===== src/rtl/acc_drain_if.sv =====
// Output stream from a row drain to the output buffer: one scaled result per
// valid/ready handshake, tagged with its PE index and an end-of-row marker.
interface acc_drain_if #(
    parameter int OUT_WIDTH = 16,
    parameter int IDX_W     = 2
);
    logic [OUT_WIDTH-1:0] out_data_o;
    logic [IDX_W-1:0]     out_idx_o;
    logic                 out_valid_o;
    logic                 out_ready_i;
    logic                 out_last_o;

    modport master (
        output out_data_o,
        output out_idx_o,
        output out_valid_o,
        output out_last_o,
        input  out_ready_i
    );

    modport slave (
        input  out_data_o,
        input  out_idx_o,
        input  out_valid_o,
        input  out_last_o,
        output out_ready_i
    );
endinterface


===== src/rtl/acc_drain.sv =====
// Row drain: snapshots NUM_PE signed accumulators on command, then streams
// each one arithmetically shifted and saturated to OUT_WIDTH.
//
// state  | meaning
// IDLE   | waiting for drain_start_i
// STREAM | presenting beat idx_q, advancing on each handshake
// DONE   | one-cycle done_o pulse, then back to IDLE
module acc_drain #(
    parameter int NUM_PE    = 4,
    parameter int ACC_WIDTH = 64,
    parameter int OUT_WIDTH = 16,
    parameter int SHIFT     = 8
) (
    input  logic                        clk,
    input  logic                        rstn,
    input  logic                        drain_start_i,
    input  logic [NUM_PE*ACC_WIDTH-1:0] acc_i,
    acc_drain_if.master                 out_if,
    output logic                        busy_o,
    output logic                        done_o,
    output logic                        sat_o
);
    localparam int IDX_W = $clog2(NUM_PE);
    localparam logic [IDX_W-1:0] LAST_IDX = IDX_W'(NUM_PE - 1);

    typedef enum logic [1:0] {IDLE, STREAM, DONE} state_t;

    state_t                 state_q, state_d;
    logic [IDX_W-1:0]       idx_q, idx_d, nxt_idx;
    logic [ACC_WIDTH-1:0]   snap_q [NUM_PE];
    logic [ACC_WIDTH-1:0]   snap_d [NUM_PE];
    logic [OUT_WIDTH-1:0]   data_q, data_d;
    logic                   bsat_q, bsat_d;
    logic                   sat_q, sat_d;

    // Returns {saturated, value}; the value is clamped whenever the bits above
    // the output sign bit are not a pure sign extension.
    function automatic logic [OUT_WIDTH:0] sat_fn(input logic [ACC_WIDTH-1:0] v);
        logic signed [ACC_WIDTH-1:0]   sh;
        logic [ACC_WIDTH-OUT_WIDTH:0]  hi;
        sh = $signed(v) >>> SHIFT;
        hi = sh[ACC_WIDTH-1:OUT_WIDTH-1];
        if (&hi || ~|hi)
            sat_fn = {1'b0, sh[OUT_WIDTH-1:0]};
        else if (sh[ACC_WIDTH-1])
            sat_fn = {1'b1, 1'b1, {(OUT_WIDTH-1){1'b0}}};
        else
            sat_fn = {1'b1, 1'b0, {(OUT_WIDTH-1){1'b1}}};
    endfunction

    assign nxt_idx = idx_q + IDX_W'(1);

    always_ff @(posedge clk) begin
        if (rstn) begin
            state_q <= IDLE;
            idx_q   <= '0;
            data_q  <= '0;
            bsat_q  <= 1'b0;
            sat_q   <= 1'b0;
            for (int k = 0; k < NUM_PE; k++) snap_q[k] <= '0;
        end else begin
            state_q <= state_d;
            idx_q   <= idx_d;
            data_q  <= data_d;
            bsat_q  <= bsat_d;
            sat_q   <= sat_d;
            for (int k = 0; k < NUM_PE; k++) snap_q[k] <= snap_d[k];
        end
    end

    // Beat data is registered one step ahead: lane 0 straight from acc_i at
    // the capture edge, later lanes from the snapshot on each handshake.
    always_comb begin
        state_d = state_q;
        idx_d   = idx_q;
        data_d  = data_q;
        bsat_d  = bsat_q;
        sat_d   = sat_q;
        for (int k = 0; k < NUM_PE; k++) snap_d[k] = snap_q[k];
        case (state_q)
            IDLE: begin
                if (drain_start_i) begin
                    for (int k = 0; k < NUM_PE; k++) snap_d[k] = acc_i[k*ACC_WIDTH +: ACC_WIDTH];
                    idx_d            = '0;
                    sat_d            = 1'b0;
                    {bsat_d, data_d} = sat_fn(acc_i[ACC_WIDTH-1:0]);
                    state_d          = STREAM;
                end
            end
            STREAM: begin
                if (out_if.out_ready_i) begin
                    sat_d = sat_q | bsat_q;
                    if (idx_q == LAST_IDX) begin
                        state_d = DONE;
                    end else begin
                        idx_d            = nxt_idx;
                        {bsat_d, data_d} = sat_fn(snap_q[nxt_idx]);
                    end
                end
            end
            DONE:    state_d = IDLE;
            default: state_d = IDLE;
        endcase
    end

    assign out_if.out_data_o  = data_q;
    assign out_if.out_idx_o   = idx_q;
    assign out_if.out_valid_o = (state_q == STREAM);
    assign out_if.out_last_o  = (state_q == STREAM) && (idx_q == LAST_IDX);
    assign busy_o             = (state_q != IDLE);
    assign done_o             = (state_q == DONE);
    assign sat_o              = sat_q;
endmodule


===== src/flat_wrapper.sv =====
// flat-port wrapper written by rule: the top's interface ports become plain ports
module acc_drain_flat 
#(
    parameter int NUM_PE    = 4,
    parameter int ACC_WIDTH = 64,
    parameter int OUT_WIDTH = 16,
    parameter int SHIFT     = 8
)
  (clk, rstn, drain_start_i, acc_i, busy_o, done_o, sat_o, out_if_out_data_o, out_if_out_idx_o, out_if_out_valid_o, out_if_out_last_o, out_if_out_ready_i);
  acc_drain_if #(.OUT_WIDTH(OUT_WIDTH), .IDX_W(2)) out_if_i ();
  input  logic clk;
  input  logic rstn;
  input  logic drain_start_i;
  input  logic [NUM_PE*ACC_WIDTH-1:0] acc_i;
  output logic busy_o;
  output logic done_o;
  output logic sat_o;
  output wire logic [$bits(out_if_i.out_data_o)-1:0] out_if_out_data_o;
  output wire logic [$bits(out_if_i.out_idx_o)-1:0] out_if_out_idx_o;
  output wire logic [$bits(out_if_i.out_valid_o)-1:0] out_if_out_valid_o;
  output wire logic [$bits(out_if_i.out_last_o)-1:0] out_if_out_last_o;
  input wire logic [$bits(out_if_i.out_ready_i)-1:0] out_if_out_ready_i;
  assign out_if_out_data_o = out_if_i.out_data_o;
  assign out_if_out_idx_o = out_if_i.out_idx_o;
  assign out_if_out_valid_o = out_if_i.out_valid_o;
  assign out_if_out_last_o = out_if_i.out_last_o;
  assign out_if_i.out_ready_i = out_if_out_ready_i;
  acc_drain #(.NUM_PE(NUM_PE), .ACC_WIDTH(ACC_WIDTH), .OUT_WIDTH(OUT_WIDTH), .SHIFT(SHIFT)) u_core (.clk(clk), .rstn(rstn), .drain_start_i(drain_start_i), .acc_i(acc_i), .out_if(out_if_i), .busy_o(busy_o), .done_o(done_o), .sat_o(sat_o));
endmodule

===== config.mk =====
export PLATFORM = sky130hd
export DESIGN_NAME = acc_drain_flat
export DESIGN_NICKNAME = d
export VERILOG_FILES = /design/src/rtl/acc_drain_if.sv /design/src/rtl/acc_drain.sv /design/src/flat_wrapper.sv
export SDC_FILE = /design/constraint.sdc
export NUM_CORES = 1
export LEC_CHECK = 0
export ABC_CLOCK_PERIOD_IN_PS = 13460
export BUFFER_PORTS_ARGS = -buffer_cell sky130_fd_sc_hd__clkbuf_2
export CORE_AREA = 2 2 173 175
export DETAILED_ROUTE_END_ITERATION = 7
export DIE_AREA = 0 0 175 177
export GPL_ROUTABILITY_DRIVEN = 0
export GPL_TIMING_DRIVEN = 0
export PLACE_DENSITY = 0.58
export SKIP_LAST_GASP = 1
export SYNTH_ARGS = -nofsm -noshare
export SYNTH_HDL_FRONTEND = slang
export SYNTH_SLANG_ARGS = --single-unit

===== constraint.sdc =====
create_clock -name clk -period 13.46 [get_ports clk]
set_input_delay 2.692 -clock clk [delete_from_list [all_inputs] [get_ports clk]]
set_output_delay 2.692 -clock clk [all_outputs]
set_load 0.02 [all_outputs]

### Yosys cells after proc, flatten, opt, wreduce, memory -nomap -nowiden

Memories as Yosys holds them, arrays and structs flattened.
Cells that the tools add are included.

| storage, ports and cells | value |
|---|---|
| output and inout port bits | 23 |
| flip-flop bits (word level) | 22 |
| memories kept | 1 |
| RAM bits | 256 |
| logic and storage cells | 69 |
| input port bits | 260 |

| operators by class | value |
|---|---|
| bitwise gates (word level) | 5 |
| $add $sub $neg | 1 |
| reductions and logical operators | 16 |
| equality and inequality tests | 9 |
| multiplexer cells | 32 |

Memories:

| name | depth | bits a word | rd ports | clocked after memory_dff | write ports | line | source |
|---|---|---|---|---|---|---|---|
| u_core.snap_q | 4 | 64 | 1 | 0 | 4 | acc_drain.sv:30 | `logic [ACC_WIDTH-1:0] snap_q [NUM_PE];` |

Operators by type and width:

| operator | count |
|---|---|
| $mux W256 | 2 |
| $mux W64 | 4 |
| $reduce_and A41 Y1 | 2 |
| $reduce_or A41 Y1 | 2 |
| $mux W16 | 5 |
| $mux W17 | 2 |
| $pmux W16 S2 | 1 |
| $mux W2 | 6 |
| $reduce_and A3 Y1 | 3 |
| $mux W1 | 8 |
| $pmux W2 S2 | 2 |
| $ne A2 B2 Y1 const B | 3 |
| $or A1 B1 Y1 | 5 |
| $eq A2 B2 Y1 const B | 2 |
| $ne A2 B1 Y1 const B | 2 |
| $pmux W1 S2 | 2 |
| $reduce_and A4 Y1 | 1 |
| $reduce_bool A2 Y1 | 2 |
| $add A2 B1 Y2 const B | 1 |
| $eq A2 B1 Y1 const B | 1 |
| $logic_not A1 Y1 | 2 |
| $logic_not A2 Y1 | 1 |
| $logic_or A1 B1 Y1 | 2 |
| $logic_and A1 B1 Y1 | 1 |
| $ne A1 B1 Y1 const B | 1 |

### Logic depth before layout (Yosys ltp)

Gate-level depths: netlist of the first run.
An unclocked memory read counts as a cell.

| logic depth | value |
|---|---|
| depth after elaboration | 9 |
| depth in mapped cells | 10 |
| depth with buffers taken out | 7 |

### Least setup slack after synthesis of the first run

No wires, ideal clock.

| path | value |
|---|---|
| path kind | input port to flip-flop |
| start | input port rstn |
| end | memory u_core.snap_q[0][10], enable pin |
| cell stages on the path | 2 |
| path slack | 4.479 ns |
| required time | 12.835 ns |
| setup time | 0.625 ns |
| data arrival time | 8.356 ns |
| path buffers | 1 |
| path through | clkbuf_1 > nand2b_1 |

RTL lines:

| element | line | source |
|---|---|---|
| start: declaration | flat_wrapper.sv:12 | `input logic rstn;` |
| end: declaration | acc_drain.sv:30 |  |

==> results of run 1 <==
## power by group
part           internal, uW  leakage (uW)  switching (uW)
logic                  87.1       0.00241             112
clock network           369      0.000380             305
registers               895       0.00260            16.5
total                  1350       0.00538             434
## synth_stat cells, drive strengths merged
cell,count,area share (%)
nand3b,1,0.067
a21oi,4,0.18
or2,1,0.056
inv,2,0.067
clkbuf,35,1.2
nand2b,2,0.11
nor3,9,0.40
nand3,4,0.18
nor4,22,1.2
o221ai,15,1.7
o211ai,30,2.5
nand2,19,0.64
dfxtp,22,3.9
a22oi,1,0.067
or3b,1,0.078
o21ai,2,0.089
nand4,20,1.1
nor3b,1,0.067
and2,225,13
mux4,56,11
ha,1,0.11
nor2b,2,0.11
a22o,1,0.078
and4,2,0.16
buf,14,0.99
o31a,2,0.16
a31oi,2,0.25
nor2,10,0.36
edfxtp,224,60
and3,4,0.27
## worst max-delay path: stages
cell	delay, ns
clkbuf_2	0.09
or3b_2	0.50
nor2_1	0.68
clkbuf_1	0.64
clkbuf_1	0.61
and2_1	0.22
## through the flow
step | area (um^2) | worst slack (ns) | power, uW | hold WS [ns]
2_1_floorplan | 11200 | 4.48 | 1040 | 0.446
3_3_place_gp | 12900 | 1.98 | 1140 | 0.452
3_5_place_dp | 13000 | 7.82 | 1130 | 0.454
4_1_cts | 13800 | 8.40 | 1800 | 0.473
5_1_grt | 13800 | 8.32 | 1850 | 0.506
6_report | 13800 | 8.43 | 1780 | 0.474
## final timing paths
kind / to / slack (ns) / depth (start not counted)
max reg2reg: u_core.out_if.out_data_o[9]$_SDFFE_PP0P_ / 10.02 / 9
max: u_core.snap_q[2][53]$_SDFFCE_PN0P_ / 8.43 / 6
min: u_core.out_if.out_data_o[11]$_SDFFE_PP0P_ / 0.47 / 2
min reg2reg: u_core.out_if.out_data_o[11]$_SDFFE_PP0P_ / 0.47 / 2
## per-layer routing
layer | global-route usage [%] | vias up | wire length, um
met4 | 6.28 | 0 | 841
met3 | 3.31 | 50 | 2180
li1 | - | 3384 | -
met1 | 29.1 | 3660 | 13700
met2 | 33.2 | 327 | 15000
met5 | 0 | - | 0
## layout make-up
class / instances / area (um^2)
clock buffer: 33 / 698
fill: 2676 / 15400
timing repair buffer: 252 / 1330
buffer: 49 / 243
sequential: 246 / 7170
clock inverter: 16 / 88.8
antenna: 2 / 5.00
tap: 390 / 488
inverter: 2 / 7.51
multi-input combinational: 437 / 3790
## registers in the layout, indices dropped and copies added (netlist names)
name / cells
u_core.state_q: 2
u_core.sat_o: 1
u_core.out_if.out_data_o: 16
u_core.out_if.out_idx_o: 2
u_core.snap_q: 224
u_core.bsat_q: 1
## logic make-up after synthesis
logic type / Yosys count
simple gates: 323
flops: 246
compound gates: 57
mux: 56
fa+ha+maj: 1
buf+inv: 51
==> results.md, run 1 <==
Placed design:
- The detailed placement HPWL is 23200 um.
- The cell count after placement is 1376.
- Port buffering added 249 buffers.

Drt:
- In the routed design, unresolved DRC markers number 0.
- The vias per cell is 5.20.
- The routed length per placed instance is 22.3 um.
- The pre-antenna-repair detailed-routing pass consisted of 5 iterations.
- The final layout contains routed wiring with a total length of 31800 um.
- The detailed router placed 7421 vias in this run.
- The number of DRC markers after the initial detailed-route iteration is 578.
- The antenna violation net count after detailed routing is 0.

Timing:
- Setup repair after global routing left no endpoint under its margin.
- Clock skew on the completed layout was measured at 0.0225 ns.
- The relative slew slack is 34.6%.
- The ratio of final minimum period to clock period is 37.4%.
- At the pin with the least slew margin, the transition time is 0.981 ns.
- The hold violation count in the final report came to 0.
- In the final timing run, aggregate negative setup slack is 0 ns.
- The time the worst path needs with I/O delays and setup is 5.03 ns.
- Setup violations remaining at the end of the flow were counted as 0.
- For this run, the top clock speed supported by timing is 199 MHz.
- The count of final max-slew check failures came to 0.

Synth:
- Yosys printed 0 warnings.
- The net count of the mapped netlist is 995.
- After synthesis, the netlist uses 39 different library cells.
- The simple-gate area share of the yosys netlist is 17.4%.
- Summing the areas of all compound-gate instances in the mapped netlist gives 5.00% of the synthesized area.
- In the synthesized netlist, the number of instances is 734.
- The number of register bits inferred by synthesis is 246.
- The arithmetic-cell share of the synthesized area counting full adders, half adders and majority gates is 0.112%.
- The mean instance size in the synthesized netlist is 15.3 um^2.
- The summed instance area of the synthesized netlist is 0.0112 mm^2.
- The synthesized netlist devotes 0% of its cell area to XOR and XNOR gates.
- The mux cell area share after synthesis is 11.3%.
- Sequential cells were found to cover 64.0% of the synthesized design area.
- After synthesis, the largest family of logic cells by area is simple AND/OR/NAND/NOR gates.

Layout:
- Leaving out filler cells and counting taps, the final layout contains 1427.
- Cells with a size suffix above 1 make up 37.1% of the layout.
- In the final design database the tool counted 1276 nets.
- The growth of design area from synthesis to finish is 23.4%.
- In the layout the commonest cells are clkbuf_2, and2_1, edfxtp_1.
- The commonest non-fill, non-tap cell in the layout is clkbuf_2.
- The share of the core filled with cells in the final layout is 47.2%.

Die:
- The die is 177 um tall.
- The placement row count is 63.
- The placeable core area is 0.0292 mm^2.
- The initial core utilization is 38.3%.
- The die covers 0.0310 mm^2.
- The I/O pin count is 283.
- The chip width is 175 um.

GRT:
- Global routing finished with a remaining overflow of 0.
- Global routing consumed, over all layers together, 20.7% of the routing resources.
- Entering global routing, the biggest net connects 72 pins.
- The global-route wire length before repair is 46700 um.
- The via count of the first global-routing pass was 7651.
- The initial antenna violation count is 3.

Worst setup path:
- Data arrives at the worst endpoint at 5.44 ns.
- Of all nets on the critical path, the largest fanout is 10.
- STA classifies the critical path startpoint as an input port.
- The timing startpoint of the critical path is drain_start_i.
- STA classifies the critical path endpoint as a flip-flop.
- The critical path in this run is classified as input port to flip-flop.
- The required time reported for the critical path endpoint is 13.87 ns.
- The startpoint identified for the worst register-to-register timing path is u_core.out_if.out_idx_o[0]$_SDFFE_PP0P_.

Clock tree:
- CTS built an H-tree with a depth of 1.
- In this run the post-CTS setup repair buffer count came out at 0.
- The post-cts gate resize count is 0.
- For the worst-skew pair, the clock arrives at the later sink with an insertion delay of 0.54 ns.
- The number of clock sinks is 246.
- For this design, the CTS-stage hold fixing added 0 buffers.
- The root buffer cell chosen for the clock tree is clkbuf_16.
- The total clock buffers created by CTS is 27.
- TritonCTS built the clock tree.
- After clock tree synthesis, the clock-pin slew on the worst setup and hold paths is 0.06 ns.
- The longest clock path from root to sink contains 3 buffers.

Worst hold path:
- The path class of the tightest hold or removal check is flip-flop to flip-flop.
- The launch point of the worst hold path is u_core.out_if.out_data_o[11]$_SDFFE_PP0P_.

Power and ir drop:
- The maximum ir drop on the vdd rail is 81.5 uV.
- The reported leakage power is 0.00538 uW.
- Power spread over the standard cell area amounts to 129 mW/mm^2.

Flow run:
- Across the run, the number of max-cap violations was 0.

Outcome:
- The run finished with clean final reports.
Note: power is estimated with default switching activity, not from simulation.
==> run 2: changes to the inputs <==
- ABC_CLOCK_PERIOD_IN_PS: 13460 -> 4710
- clock period: 13.46 -> 4.71 ns (I/O delays scaled with it)
==> run 2 against run 1 <==
Compared with the run above:
- clock-buffer cell count grew 1
- global-route usage shrank 0.053 points
- non-clock buffer count is the same
- clock power grew to 2.9 times the previous value
- sequential cell count is the same
- critical endpoint is now u_core.out_if.out_data_o[13]$_SDFFE_PP0P_
- cell count shrank 0.35%
- critical path type is now flip-flop to flip-flop
- first-iteration DRC count shrank 11%
- sequential share of layout area is essentially flat
==> results.md, run 2 (synthesized netlist as in run 1, its figures left out) <==
Timing:
- Measured against its own limit, the worst slew margin works out to 31.4%.
- Derived from the worst setup path, the maximum achievable clock frequency is 287 MHz.
- Dividing the final minimum period by the clock period gives 74.0%.
- Setup repair after global routing left no endpoint under its margin.
- The worst clock skew is 0.00736 ns.
- The time the worst path needs with I/O delays and setup is 3.49 ns.
- At the pin with the least slew margin, the transition time is 1.03 ns.
- Setup violations remaining at the end of the flow were counted as 0.
- The hold violation count in the final report came to 0.
- Hold timing on the final database bottoms out at a slack of 0.467 ns.
- For the final routed database, the setup TNS stands at 0 ns.
- The count of final max-slew check failures is 0.

Clock tree:
- After clock tree synthesis, the clock-pin slew on the worst setup and hold paths is 0.06 ns.
- The total clock buffers created by CTS is 27.
- The clock tree from TritonCTS is yes.
- After clock tree synthesis, the flow added hold-fix buffers numbering 0.
- CTS built an H-tree with a depth of 1.
- The number of clock sinks is 246.
- The clock reaches the later pin of the worst-skew pair after 0.52 ns.
- No sink is reached through more buffers than the 3 on the longest clock path.
- CTS placed an instance of clkbuf_16 at the clock tree root.
- The post-cts gate resize count is 0.
- In this run the post-CTS setup repair buffer count came out at 0.

Power and ir drop:
- In this run, the clock network consumes 37.9% of the power.
- Power spread over the standard cell area amounts to 370 mW/mm^2.
- The share of total power consumed by net switching is 23.6%.
- In this run, flip-flops and latches consume 51.0% of the power.
- The combinational share of power is 11.1%.
- The internal power consumption is 3910 uW.
- The total net switching power is 1200 uW.
- The reported leakage power is 0.00539 uW.
- The maximum ir drop on the vdd rail is 242 uV.
- Power comes to 5110 uW.

Worst setup path:
- At the worst endpoint, the arrival time is 3.89 ns.
- At the worst endpoint, the required time is 5.11 ns.
- The worst reg2reg path endpoint is u_core.out_if.out_data_o[13]$_SDFFE_PP0P_.
- The timing startpoint of the critical path is u_core.out_if.out_idx_o[0]$_SDFFE_PP0P_.
- The sort of element at the start of the critical path is a flip-flop.
- The worst setup path is of the flip-flop to flip-flop kind.
- The worst setup path is captured at a flip-flop.
- The reg-to-reg startpoint is u_core.out_if.out_idx_o[0]$_SDFFE_PP0P_.
- The worst reg-to-reg path cell count is 9.
- Along the worst path, the maximum fanout reaches 10.
- The worst setup slack for register-to-register paths is 1.22 ns.

Layout:
- The growth of design area from synthesis to finish is 23.3%.
- The final instance count without filler cells is 1422.
- The number of nets at the end of the flow is 1276.
- The register with the most flip-flops in the layout has 224 of them.
- The post-route netlist has 36.9% of its cells at a drive strength greater than 1.
- The finished cells cover 0.0138 mm^2.
- In the layout the commonest cells are clkbuf_2, and2_1, edfxtp_1.
- u_core.snap_q holds more flip-flops than any other register.
- The library cell used most frequently in the layout, excluding fill and tap cells, is clkbuf_2.

Die:
- The core region is 0.0292 mm^2.
- The placement row count is 63.
- The die is 177 um tall.
- The die is 175 um wide.
- For this configuration, the core starts out at a cell density of 38.3%.
- During I/O placement, the number of pins put on the boundary was 283.
- The floorplan step defined a die boundary enclosing 0.0310 mm^2.

Worst hold path:
- The worst hold path begins at u_core.out_if.out_data_o[11]$_SDFFE_PP0P_.
- The worst hold path terminates at u_core.out_if.out_data_o[11]$_SDFFE_PP0P_.
- The worst hold path was traced through 2 stages.
- The tightest min-delay check is of the flip-flop to flip-flop type.

Outcome:
- The run finished with clean final reports.

Placed design:
- Once placement finished, the instance area stood at 0.0130 mm^2.
- After legalization and detailed placement, the total HPWL measured 23300 um.
- During placement, the flow inserted port buffers numbering 249.
- In this run, placement finished with an instance count of 1376.

GRT:
- Entering global routing, the biggest net connects 73 pins.
- For this run the aggregate overflow at the end of global routing stands at 0.
- For this run, global-route usage on met3 was measured as 3.46%.
- For this run, the total global-route usage over all layers was measured as 20.6%.
- The layer carrying the most global-route usage is met2.
- The global-route track usage on met1 is 28.4%.
- In the global route stage, met2 resource usage came out at 33.4%.
- The global-route wire length before repair is 46300 um.
- The via count of the first global-routing pass was 7528.
- The initial antenna violation count came to 2.

Drt:
- The number of design rule violations left after detail routing is 0.
- The vias after detailed routing is 7302.
- In the final routed layout, each cell accounts on average for 22.3 um.
- The number of search-and-repair iterations in the first detailed-routing pass is 5.
- Once detail routing completed, the nets flagged for antenna violations numbered 0.
- The vias per cell is 5.14.
- The number of DRC markers after the initial detailed-route iteration is 513.
- The final routed wirelength across all metal layers is 31700 um.

Flow run:
- Across the run, the number of max-cap violations was 0.
[run 2: layout make-up]
type / count / area (um^2)
buffer: 49 / 243
timing repair buffer: 252 / 1330
fill: 2614 / 15400
sequential: 246 / 7170
multi-input combinational: 437 / 3790
antenna: 1 / 2.50
inverter: 2 / 7.51
clock buffer: 34 / 702
tap: 390 / 488
clock inverter: 11 / 81.3
[run 2: critical path, cell delays in order, from the launching register on]
cell and delay (ns):
dfxtp_1 0.35, ha_1 0.33, clkbuf_1 0.77, mux4_2 0.45, nor4_1 0.39, and4_1 0.39
a31oi_4 0.18, buf_6 0.20, o221ai_2 0.18, o211ai_2 0.11
[run 2: metal layers]
layer	vias to the layer above	routed length, um	part of all wire [%]
li1	3376	-	-
met1	3588	13700	43
met2	287	15000	47
met3	51	2060	6.5
met4	0	965	3.0
met5	-	0	0
[run 2: through the flow]
stage	utilization [%]	setup slack, ns
global route	47.2	1.06
detailed placement	44.5	1.00
floorplan	-	0.102
global placement	44.2	-1.24
finish	47.2	1.22
CTS	47.2	1.23
[run 2: worst max-delay path by stage]
stage | depth (start not counted) | endpoint | slack, ns
2_1_floorplan | 2 | u_core.snap_q[0][10]$_SDFFCE_PN0P_ | 0.10
3_3_place_gp | 2 | u_core.snap_q[1][37]$_SDFFCE_PN0P_ | -1.24
3_5_place_dp | 6 | u_core.snap_q[2][55]$_SDFFCE_PN0P_ | 1.00
4_1_cts | 9 | u_core.out_if.out_data_o[12]$_SDFFE_PP0P_ | 1.23
5_1_grt | 9 | u_core.out_if.out_data_o[12]$_SDFFE_PP0P_ | 1.06
6_report | 9 | u_core.out_if.out_data_o[13]$_SDFFE_PP0P_ | 1.22
[run 2: power by group through the flow]
stage	clock network (uW)	logic, uW	registers [uW]
global route	2060	614	2620
global placement	0	557	2670
finish	1940	569	2610
floorplan	0	294	2660
detailed placement	0	574	2650
CTS	1980	575	2610
==> run 3: changes to the inputs <==
- ABC_CLOCK_PERIOD_IN_PS: 4710 -> 3000
- PLACE_DENSITY: 0.58 -> 0.6
- clock period: 4.71 -> 3 ns (I/O delays scaled with it)
==> run 3 against run 2 <==
Compared with the run above:
- sequential power rose by 57%
- clock power is 62% higher
- routed wire length fell by 0.25%
- clock skew grew 0.0042 ns
- critical endpoint is now u_core.out_if.out_data_o[6]$_SDFFE_PP0P_
- critical path type unchanged
- via count is 1.2% higher
- worst setup slack worse by 1.1 ns
- global-route usage decreased by 0.24 points
- sequential cell count unchanged
- fmax up 21%
- clock-buffer cell count increased by 3
- sequential share of layout area fell by 0.36 points
- first-iteration DRC count rose by 22%
==> results.md, run 3 (synthesized netlist as in run 1, its figures left out) <==
Layout:
- The combined area of the multi-input logic cells is 0.00381 mm^2.
- In the final design database the tool counted 1277 nets.
- In the final layout, the share of cells above drive strength 1 is 37.7%.
- The number of fill cells in the layout is 2589.
- The area occupied by registers is 0.00717 mm^2.
- After routing the design area is 0.0139 mm^2.
- The register with the highest flop count is u_core.snap_q.
- The growth of design area from synthesis to finish is 24.2%.
- The library cell used most frequently in the layout, excluding fill and tap cells, is clkbuf_2.
- In the layout the commonest cells are clkbuf_2, and2_1, edfxtp_1.
- Measured on the finished design, the core utilization comes to 47.6%.
- The flip-flop count of the largest register after layout is 224.

Clock tree:
- The clock transition time at the flip-flop clock pins of the worst setup and hold paths is 0.06 ns.
- The number of clock sinks is 246.
- Counting along the longest clock path gives a buffer depth of 3.
- After clock tree synthesis, the flow added hold-fix buffers numbering 0.
- The clock tree from TritonCTS is yes.
- TritonCTS created 28 clock buffers.
- Clock latency on the worst-skew pair, taken at its later pin, is 0.54 ns.
- In this run the number of H-tree levels came out at 1.
- The clock root buffer is clkbuf_16.

Worst setup path:
- The startpoint identified for the worst register-to-register timing path is u_core.out_if.out_idx_o[0]$_SDFFE_PP0P_.
- The cell at the slowest stage of the critical path is mux4_2.
- The worst setup path is launched from a flip-flop.
- The critical path is of the flip-flop to flip-flop type.
- At the worst endpoint, the arrival time is 3.31 ns.
- The critical path goes through ha_1 -> buf_6 -> buf_6 -> mux4_2 -> nor4_1 -> and4_2 -> a31oi_4 -> buf_6 -> o221ai_2 -> o211ai_2.
- The most numerous cell type found on the critical path is buf_6.
- The peak per-stage delay on the critical path is 0.39 ns.
- The endpoint kind of the worst setup timing path is a flip-flop.
- The worst register-to-register path ends at u_core.out_if.out_data_o[6]$_SDFFE_PP0P_.
- The worst setup slack for register-to-register paths is 0.12 ns.
- The worst reg-to-reg path cell count is 10.
- In this run the worst path has a maximum fanout of 10.
- For the worst setup path, the data required time is 3.42 ns.

Placed design:
- The standard cell area after detailed placement is 0.0130 mm^2.
- In this run the tool buffered the top-level ports with 249 buffer cells.
- After legalization and detailed placement, the total HPWL measured 23200 um.

Worst hold path:
- The worst hold path was traced through 2 stages.
- The worst hold path begins at acc_i[153].
- The endpoint of the worst hold path is u_core.snap_q[2][25]$_SDFFCE_PN0P_.
- The min-delay analysis places its worst path in the category input port to flip-flop.

Drt:
- The number of DRC markers after the initial detailed-route iteration is 626.
- The number of search-and-repair iterations in the first detailed-routing pass is 5.
- The final routed wirelength across all metal layers is 31700 um.
- The antenna violation net count after detailed routing is 0.
- In the final routed layout, each cell accounts on average for 22.2 um.
- The vias per cell is 5.18.
- The final route contains 7391 vias.
- The number of design rule violations left after detail routing is 0.

Power and ir drop:
- In this run the power density over the cells is 586 mW/mm^2.
- The total power draw is 8150 uW.
- IR analysis of the VDD net gives a maximum drop of 418 uV.
- In this run the static leakage power is 0.00543 uW.

Timing:
- The relative slew slack is 44.0%.
- The time the worst path needs with I/O delays and setup is 2.88 ns.
- On the final layout, the worst clock skew is 0.0116 ns.
- Setup total negative slack on the finished layout was measured at 0 ns.
- The hold violation count in the final report is 0.
- At the pin with the least slew margin, the transition time is 0.840 ns.
- The maximum clock frequency is 347 MHz.
- Setup repair after global routing could not meet its margin everywhere.
- The count of final max-slew check failures is 0.
- The ratio of final minimum period to clock period is 96.1%.
- Setup violations remaining at the end of the flow were counted as 0.

GRT:
- The final global-route overflow total is 0.
- The largest net degree at the start of global routing is 69.
- The overall routing resource usage is 20.4%.
- The via count of the first global-routing pass is 7408.
- The first global-routing pass estimated 45900 um of wire.
- The initial antenna violation count is 1.

Die:
- The floorplan step defined a core boundary enclosing 0.0292 mm^2.
- The floorplan die height is 177 um.
- The die covers 0.0310 mm^2.
- The floorplan step set the die width to 175 um.
- In this run the core area contains 63 standard-cell rows.
- The initial core utilization is 38.3%.
- In this run the count of I/O pins placed on the die edge is 283.

Flow run:
- The count of max-cap constraint violations is 0.

Outcome:
- The flow ran to the end, and the final reports show no timing, DRC or antenna violations.
[run 3: repair_timing]
action | 4_1_cts | 5_1_grt
buffers inserted | 0 | 0
pin swaps | 0 | 0
endpoints found under the hold margin | 0 | 0
setup endpoints to repair | 16 | 15
resized for setup | 6 | 10
[run 3: per-layer routing]
metal / vias up / track usage (%) / part of all wire, %
met5: - / 0 / 0
met4: 0 / 6.01 / 2.8
met3: 49 / 3.20 / 6.3
met2: 286 / 32.8 / 47
met1: 3673 / 28.7 / 43
li1: 3383 / - / -
[run 3: layout make-up]
type,instances,area share (%)
Inverter,2,0.0540
Antenna cell,1,0.0180
Clock buffer,37,5.42
Timing Repair Buffer,252,9.55
Buffer,49,1.93
Sequential cell,246,51.5
Multi-Input combinational cell,437,27.4
Clock inverter,13,0.603
Tap cell,390,3.51
[run 3: power by group]
part	internal (uW)	leakage [uW]	switching, uW
logic	397	0.00242	512
registers	4020	0.00260	75.5
clock network	1770	0.000411	1380
[run 3: worst max path at each step]
stage	start	endpoint
after detailed placement	u_core.out_if.out_idx_o[0]$_SDFFE_PP0P_	u_core.out_if.out_data_o[9]$_SDFFE_PP0P_
after CTS	u_core.out_if.out_idx_o[0]$_SDFFE_PP0P_	u_core.out_if.out_data_o[6]$_SDFFE_PP0P_
after floorplan	drain_start_i	u_core.snap_q[0][10]$_SDFFCE_PN0P_
after global placement	drain_start_i	u_core.snap_q[3][36]$_SDFFCE_PN0P_
after global routing	u_core.out_if.out_idx_o[0]$_SDFFE_PP0P_	u_core.out_if.out_data_o[9]$_SDFFE_PP0P_
final	u_core.out_if.out_idx_o[0]$_SDFFE_PP0P_	u_core.out_if.out_data_o[6]$_SDFFE_PP0P_
[run 3: critical path, delay by kind of cell (launching register included)]
family / cells / cell delay [ns]
buffers and inverters: 3 / 0.64
AO/OA/AOI/OAI: 3 / 0.46
multiplexers: 1 / 0.39
adder cells (fa/ha/maj): 1 / 0.35
AND/OR/NAND/NOR: 2 / 0.58
flip-flops: 1 / 0.34
[run 3: metrics by stage]
stage / setup WS [ns] / hold slack (ns) / instances
after floorplan: 0.0189 / 0.456 / 734
after global placement: -0.752 / 0.453 / 1373
after detailed placement: -0.443 / 0.460 / 1376
after CTS: 0.00641 / 0.304 / 1426
after global routing: -0.0548 / 0.316 / 1427
final: 0.117 / 0.329 / 1427
